$ cat src/rtl/necesidades_pkg.sv
// Shared types and constants for the needs scheduler.
// Need indices, level bounds and the scheduler FSM state type.
package necesidades_pkg;

   typedef enum logic [1:0] {
      REPOSO,
      CONCEDER,
      ATENCION_5S
   } estado_t;

   localparam int IDX_ANIMO    = 0;
   localparam int IDX_ENERGIA  = 1;
   localparam int IDX_DESCANSO = 2;
   localparam int IDX_MEDICINA = 3;

   localparam logic [1:0] NIVEL_MAX = 2'd3;
   localparam logic [1:0] NIVEL_MIN = 2'd0;

endpackage

$ cat src/rtl/planificador_necesidades_divisor_tick.sv
// Base tick divider with period select; a new period loads only at wrap.
// Test-mode period shortening exists only when MODO_TEST_EN is defined.
module divisor_tick
   import necesidades_pkg::*;
#(
   parameter int CICLOS_TICK = 50000000,
   parameter int TEST_DIV    = 10,
   localparam int W          = $clog2(CICLOS_TICK + 1)
) (
   input  logic         clk,
   input  logic         rst,
   input  logic         test,
   output logic [W-1:0] periodo,
   output logic         tick
);

   localparam logic [W-1:0] P_NORM = W'(CICLOS_TICK);
   localparam logic [W-1:0] UNO    = W'(1);

   logic [W-1:0] cuenta;
   logic [W-1:0] sel;

`ifdef MODO_TEST_EN
   localparam int P_DIV = CICLOS_TICK / TEST_DIV;
   localparam logic [W-1:0] P_TEST = W'((P_DIV < 1) ? 1 : P_DIV);
   assign sel = test ? P_TEST : P_NORM;
`else
   localparam int unused_div = TEST_DIV;
   logic unused_test;
   assign unused_test = test;
   assign sel = P_NORM;
`endif

   assign tick = (cuenta >= periodo - UNO);

   always_ff @(posedge clk) begin
      if (rst) begin
         cuenta  <= '0;
         periodo <= sel;
      end else if (tick) begin
         cuenta  <= '0;
         periodo <= sel;
      end else begin
         cuenta  <= cuenta + UNO;
      end
   end

endmodule

$ cat src/rtl/planificador_necesidades.sv
// Needs scheduler: round-robin decay, priority grants, 5 s attention window.
// Optional test-mode tick acceleration under macro MODO_TEST_EN.
module planificador_necesidades
   import necesidades_pkg::*;
#(
   parameter int CICLOS_TICK = 50000000,
   parameter int TICKS_DECAE = 10,
   parameter int TICKS_5S    = 5,
   parameter int TEST_DIV    = 10
) (
   input  logic       clk,
   input  logic       Bot_Reset,
   input  logic       Bot_Test,
   input  logic       Bot_Energia,
   input  logic       Bot_Medicina,
   input  logic       Entrada_Descanso,
   input  logic       Entrada_Animo,
   output logic [1:0] Nivel_Animo,
   output logic [1:0] Nivel_Energia,
   output logic [1:0] Nivel_Descanso,
   output logic [1:0] Nivel_Medicina,
   output logic       senal_5segEnergia,
   output logic       senal_5segMedicina,
   output logic       Alerta
);

   localparam int W   = $clog2(CICLOS_TICK + 1);
   localparam int DW  = $clog2(TICKS_DECAE + 1);
   localparam int C5W = $clog2(TICKS_5S + 1);
   localparam logic [W-1:0] UNO = W'(1);

   logic [W-1:0]     periodo;
   logic             tick;
   logic             e_q, e_qq, m_q, m_qq;
   logic [3:0]       pend, set, gnt, dec;
   logic [1:0]       ptr;
   logic [DW-1:0]    decae_cnt;
   logic             decae;
   logic [3:0][1:0]  nivel, nivel_d;
   logic             alerta_d;
   estado_t          estado;
   logic             serv_med;
   logic [W-1:0]     fase;
   logic [C5W-1:0]   cuenta5;

   divisor_tick #(
      .CICLOS_TICK (CICLOS_TICK),
      .TEST_DIV    (TEST_DIV)
   ) u_div (
      .clk     (clk),
      .rst     (Bot_Reset),
      .test    (Bot_Test),
      .periodo (periodo),
      .tick    (tick)
   );

   assign decae = tick && (decae_cnt == DW'(TICKS_DECAE - 1));
   assign dec   = decae ? (4'b0001 << ptr) : 4'b0000;

   // The button being served may not re-arm its own request mid-window.
   always_comb begin
      set = '0;
      set[IDX_ENERGIA]  = e_q & ~e_qq &
                          ~(estado == ATENCION_5S && !serv_med);
      set[IDX_MEDICINA] = m_q & ~m_qq &
                          ~(estado == ATENCION_5S && serv_med);
      set[IDX_DESCANSO] = tick & Entrada_Descanso;
      set[IDX_ANIMO]    = tick & Entrada_Animo;
   end

   always_comb begin
      gnt = '0;
      if (estado == CONCEDER) begin
         priority case (1'b1)
            pend[IDX_MEDICINA]: gnt[IDX_MEDICINA] = 1'b1;
            pend[IDX_ENERGIA]:  gnt[IDX_ENERGIA]  = 1'b1;
            pend[IDX_DESCANSO]: gnt[IDX_DESCANSO] = 1'b1;
            pend[IDX_ANIMO]:    gnt[IDX_ANIMO]    = 1'b1;
            default:            gnt = '0;
         endcase
      end
   end

   // Simultaneous grant and decay on one need cancel out.
   always_comb begin
      nivel_d  = nivel;
      alerta_d = 1'b0;
      for (int i = 0; i < 4; i++) begin
         if (gnt[i] && !dec[i] && nivel[i] != NIVEL_MAX)
            nivel_d[i] = nivel[i] + 2'd1;
         else if (dec[i] && !gnt[i] && nivel[i] != NIVEL_MIN)
            nivel_d[i] = nivel[i] - 2'd1;
         if (nivel_d[i] == NIVEL_MIN)
            alerta_d = 1'b1;
      end
   end

   always_ff @(posedge clk) begin
      if (Bot_Reset) begin
         e_q       <= 1'b0;
         e_qq      <= 1'b0;
         m_q       <= 1'b0;
         m_qq      <= 1'b0;
         pend      <= '0;
         ptr       <= '0;
         decae_cnt <= '0;
         nivel     <= {4{NIVEL_MAX}};
         Alerta    <= 1'b0;
      end else begin
         e_q    <= Bot_Energia;
         e_qq   <= e_q;
         m_q    <= Bot_Medicina;
         m_qq   <= m_q;
         pend   <= (pend | set) & ~gnt;
         nivel  <= nivel_d;
         Alerta <= alerta_d;
         if (decae) begin
            decae_cnt <= '0;
            ptr       <= ptr + 2'd1;
         end else if (tick) begin
            decae_cnt <= decae_cnt + DW'(1);
         end
      end
   end

   always_ff @(posedge clk) begin
      if (Bot_Reset) begin
         estado             <= REPOSO;
         serv_med           <= 1'b0;
         fase               <= '0;
         cuenta5            <= '0;
         senal_5segEnergia  <= 1'b0;
         senal_5segMedicina <= 1'b0;
      end else begin
         unique case (estado)
            REPOSO: begin
               if (|pend) estado <= CONCEDER;
            end
            CONCEDER: begin
               if (gnt[IDX_ENERGIA] || gnt[IDX_MEDICINA]) begin
                  estado             <= ATENCION_5S;
                  serv_med           <= gnt[IDX_MEDICINA];
                  senal_5segEnergia  <= gnt[IDX_ENERGIA];
                  senal_5segMedicina <= gnt[IDX_MEDICINA];
                  fase               <= '0;
                  cuenta5            <= '0;
               end else begin
                  estado <= REPOSO;
               end
            end
            ATENCION_5S: begin
               if (fase >= periodo - UNO) begin
                  fase <= '0;
                  if (cuenta5 == C5W'(TICKS_5S - 1)) begin
                     cuenta5            <= '0;
                     senal_5segEnergia  <= 1'b0;
                     senal_5segMedicina <= 1'b0;
                     estado             <= REPOSO;
                  end else begin
                     cuenta5 <= cuenta5 + C5W'(1);
                  end
               end else begin
                  fase <= fase + UNO;
               end
            end
            default: estado <= REPOSO;
         endcase
      end
   end

   assign Nivel_Animo    = nivel[IDX_ANIMO];
   assign Nivel_Energia  = nivel[IDX_ENERGIA];
   assign Nivel_Descanso = nivel[IDX_DESCANSO];
   assign Nivel_Medicina = nivel[IDX_MEDICINA];

endmodule

$ cat config.mk
export PLATFORM = sky130hd
export DESIGN_NAME = planificador_necesidades
export DESIGN_NICKNAME = d
export VERILOG_FILES = /design/src/rtl/necesidades_pkg.sv /design/src/rtl/planificador_necesidades_divisor_tick.sv /design/src/rtl/planificador_necesidades.sv
export SDC_FILE = /design/constraint.sdc
export NUM_CORES = 1
export LEC_CHECK = 0
export BUFFER_PORTS_ARGS = -buffer_cell sky130_fd_sc_hd__buf_2
export CAP_MARGIN = 10
export CORE_ASPECT_RATIO = 1.2
export CORE_MARGIN = 10
export CORE_UTILIZATION = 55
export DETAILED_ROUTE_END_ITERATION = 6
export PLACE_DENSITY_LB_ADDON = 0.08
export SLEW_MARGIN = 5
export SYNTH_ARGS = -nofsm -noshare
export SYNTH_HDL_FRONTEND = slang
export SYNTH_HIERARCHICAL = 1
export SYNTH_SLANG_ARGS = --single-unit
$ cat constraint.sdc
create_clock -name clk -period 8.54 [get_ports clk]
set_clock_uncertainty 0.1 [all_clocks]
set_input_delay 2.562 -clock clk [delete_from_list [all_inputs] [get_ports clk]]
set_output_delay 2.562 -clock clk [all_outputs]
set_load 0.005 [all_outputs]
### After elaboration in Yosys (flattened, before gate mapping)

Cells that the tools add are included.
W data, S select, Z words.

| cells by class | value |
|---|---|
| reduce and logical (&&, ||, !) cells | 47 |
| muxes and demuxes | 42 |
| add/subtract/negate cells | 13 |
| div/mod/pow operators | 0 |
| multiply operators | 0 |
| shift-type cells | 1 |
| order comparisons | 2 |
| eq/ne operators | 12 |
| bitwise operators | 13 |

Operators by type and width:

| kind | count |
|---|---|
| $add A26 B1 Y26 const B | 2 |
| $ge A26 B26 Y1 const B | 2 |
| $mux W26 | 2 |
| $pmux W26 S2 | 1 |
| $mux W2 | 12 |
| $logic_and A1 B1 Y1 | 19 |
| $mux W1 | 18 |
| $add A2 B1 Y2 const B | 5 |
| $logic_not A2 Y1 | 5 |
| $ne A2 B2 Y1 const B | 5 |
| $reduce_bool A2 Y1 | 5 |
| $logic_not A1 Y1 | 9 |
| $mux W3 | 3 |
| $mux W4 | 2 |
| $sub A2 B1 Y2 const B | 4 |
| $and A1 B1 Y1 | 6 |
| $ne A2 B1 Y1 const B | 3 |
| $pmux W2 S3 | 1 |
| $pmux W3 S2 | 1 |
| $reduce_and A3 Y1 | 2 |
| $add A4 B1 Y4 const B | 1 |
| $and A4 B4 Y4 | 1 |
| $eq A4 B4 Y1 const B | 1 |
| $not A1 Y1 | 4 |
| other kinds (13) | 16 |

| storage, ports and cells | value |
|---|---|
| bits in latches | 0 |
| bits in writable memories | 0 |
| bits of input ports | 7 |
| bits in read-only memories | 0 |
| output and inout port bits | 11 |
| memories | 0 |
| bits in registers | 83 |

### Longest topological paths before layout

| depth | value |
|---|---|
| depth after elaboration | 15 |
| gate-level depth with buffers | 16 |
| mapped depth without buffers | 13 |

### Hierarchy

Netlist, hierarchy kept.

By module, submodules not included:

| module | area each (µm²) | seq. area each (µm²) | cells an instance | times used |
|---|---|---|---|---|
| planificador_necesidades | 4080.2 | 1141.1 | 488 | 1 |
| divisor_tick | 1480.2 | 520.5 | 172 | 1 |

### Worst setup path after synthesis

Ideal clock, no wire load.

| timing | value |
|---|---|
| path type | input -> register |
| start point | input port Bot_Reset |
| end point | register fase[5] |
| required time | 8.382 ns |
| setup slack | 5.008 ns |
| buffers on the path | 0 |
| stages | 3 |
| arrival | 3.374 ns |
| path through | or4_1 > a211oi_1 > a21o_1 |

RTL lines:

| item | line | source |
|---|---|---|
| start, declared | planificador_necesidades.sv:12 | `input logic Bot_Reset,` |
| end signal, assigned | planificador_necesidades.sv:163 | `fase <= fase + UNO;` |
| end, declared | planificador_necesidades.sv:43 | `logic [W-1:0] fase;` |

### Worst setup path in the final report

| timing | value |
|---|---|
| start point | input port Bot_Reset |
| end point | register u_div.cuenta[6] |

| on the way | value |
|---|---|
| longest elaborated chain between the ends | 1 |

RTL lines:

| item | line | source |
|---|---|---|
| $reduce_or A2 Y1 (no source line) | n/a |  |
| end signal, assigned | planificador_necesidades_divisor_tick.sv:44 | `cuenta <= cuenta + UNO;` |
| end, declared | planificador_necesidades_divisor_tick.sv:20 | `logic [W-1:0] cuenta;` |

Every way passes these cells.
A chain may end at the register's enable or synchronous reset.

==> impl_metrics.toml <==
[global_route]
grt_start_max_net_pins = 62
grt_first_pass_wirelength_mm = 19.98
overflow = 0
grt_pass1_vias = 4508
antenna_found_initial = 0
grt_usage = 0.1593

[timing]
finalCritPeriodShare = 0.4496
finalWorstSetupSlack_ns = 4.700
rsz0062_at_grt = "false"
hold_violations = 0
slew_headroom = 0.3805
tightest_slew_ns = 0.9292
fin_tns_setup_ns = 0
timing.final.crit_period_ns = 3.840
setup_viol = 0
drv_slew = 0
max_freq_mhz = 260.4

[cts]
h-tree-depth = 3
clockRootBuffer = "clkbuf_16"
cts_resized = 0
clk_latency_ns = 0.33
cts.sinks = 83
cts_tree = "built"
clkTransAtPathRegs_ns = 0.06
clk_path_buf_depth = 2
cts_inserted_buffers = 9
cts_hold_buf = 0
cts_setup_buffers = 0

[route]
avgViaCountPerCell = 5.690
totalWireLength_mm = 11.26
drtPass1Iterations = 4
drc = 0
ant_nets = 0
drtIter0Drc = 264
drt-wirelength-per-cell_um = 14.14
vias = 4529

[setup_path]
critical_path_class = "primary input to flop"
ff2ff_setup_slack_ns = 4.76
reg2reg_from = "u_div/cuenta[0]"
end_kind = "flop"
reg2reg_depth = 11
reg2reg_to = "Alerta"
crit_required_ns = 8.70
cp.arrival_ns = 4.00
worst-path-max-fanout = 61
cp-start-kind = "primary input"

[placement]
pre_cts_ws_ns = 4.341
dp_hpwl_mm = 8.206
io_buffers = 16
dp.cells = 780
gp_congestion = 0.8149

[layout]
fin_util = 0.5946
nNetsFinal = 720
fin_cells = 796
drive_gt1_frac = 0.09104
area_delta_synth_final_pct = 6.503
diodes = 0

[worst_hold_path]
worstHoldStart = "serv_med"
hold_path_depth = 2
worstHoldEndpoint = "serv_med"
hp-class = "flop to flop"

[die]
die_width_um = 111.8
coreArea_mm2 = 0.009960
dieArea_mm2 = 0.01455
initial_core_util = 0.5583
die_h_um = 130.1
rows = 40
io_pins = 18

[synthesis]
synth_top_area_frac = 0.2988
synth.most_common_cell = "dfxtp_1"
synthFlopType = "dfxtp_1"
ys_seq_elements = 83
avgSynthCellArea_um2 = 8.425
synth_cell_types = 73
synth_edf_count = 0
synth_top_area_cell = "dfxtp_1"
yosys_warnings = 6
synth_area_leaders = "dfxtp_1, ha_1, xnor2_1"
syn-cell-area_mm2 = 0.005560
seq_area_frac_synth = 0.2988
synthArstFlopShare = 0
netlist_top_cells_count = "dfxtp_1, nor2_1, nand2_1"
syn_inst = 660

[pwr]
power_density_mw_per_mm2 = 166.4
ir_drop_mv = 0.07810
leakagePower_nw = 2.324
power_uw = 985.1

[outcome]
status = "finished clean"

[flow_run]
max_cap_viol_count = 0
## registers in the layout, indices dropped and copies added (netlist names), 3 cells and up
| signal | cells |
|---|---|
| cuenta5 | 3 |
| pend | 4 |
| u_div/cuenta | 26 |
| decae_cnt | 4 |
| fase | 26 |
## layout by cell type, fill, tap and decap left out, types with 5 or more instances in the layout
cell       instances
nand3_1           20
nor2b_1            6
o211ai_1           5
o31ai_1            9
a21oi_1           39
dfxtp_1           83
xor2_1            28
xnor2_1           32
nor4_1            10
nor3_1            34
buf_2             16
conb_1            26
or4_1             10
or3_1              5
and4_1             7
a211oi_1          10
nor2_1            57
clkbuf_16          9
o21ai_0           10
inv_1             25
nand4_1           23
nor3b_1            5
and3_1            10
a21o_1             6
ha_1              48
nand2b_1           8
or2_2              5
nand2_1           50
## cells by family after synthesis
group,after synthesis,share of synthesized area
simple gates,277,0.2718
compound gates,108,0.1337
flops,83,0.2988
buf+inv,74,0.07650
xor+xnor,60,0.09451
fa+ha+maj,48,0.1080
mux,8,0.01530
other cells,2,0.001351
## power by group
group / total (mW) / internal (mW) / switching (mW)
sequential: 0.405 / 0.396 / 0.00869
clock: 0.445 / 0.293 / 0.152
combinational: 0.136 / 0.0485 / 0.0873
## per-stage QoR
step	hold WS (ns)	area [µm²]
floorplan	0.3123	5650
global placement	0.3549	5579
detailed placement	0.3633	5579
CTS	0.3715	5922
global route	0.3948	5922
finish	0.3721	5922
## final cells by class
| cell class | count | area (µm²) |
|---|---|---|
| sequential | 83 | 1662 |
| tap | 126 | 157.7 |
| inverter | 25 | 93.84 |
| multi-input combinational | 527 | 3563 |
| clock buffer | 11 | 242.7 |
| timing repair buffer | 19 | 102.6 |
| fill | 905 | 4038 |
| clock inverter | 5 | 100.1 |
## worst max-delay path by stage
stage / start / endpoint / slack, ns
6_report: Bot_Reset / u_div/cuenta[6] / 4.70
5_1_grt: u_div/cuenta[0] / Alerta / 4.45
4_1_cts: Bot_Reset / u_div/cuenta[6] / 4.69
3_5_place_dp: Bot_Reset / u_div/cuenta[6] / 4.34
3_3_place_gp: Bot_Reset / u_div/cuenta[21] / 4.42
2_1_floorplan: Bot_Reset / fase[5] / 5.01
## critical path, stage by stage
cell and delay (ns):
buf_2 0.09, buf_4 0.30, a21o_1 0.23, a31oi_1 0.28, o31ai_2 0.12, buf_4 0.23
nor2_1 0.15
## per-layer routing
layer  global-route usage  routed length (µm)
met5                    0                   0
met4              0.04921                 109
met3              0.02801                 254
met2               0.2862                5653
met1               0.1888                5239
Note: power is estimated with default switching activity, not from simulation.
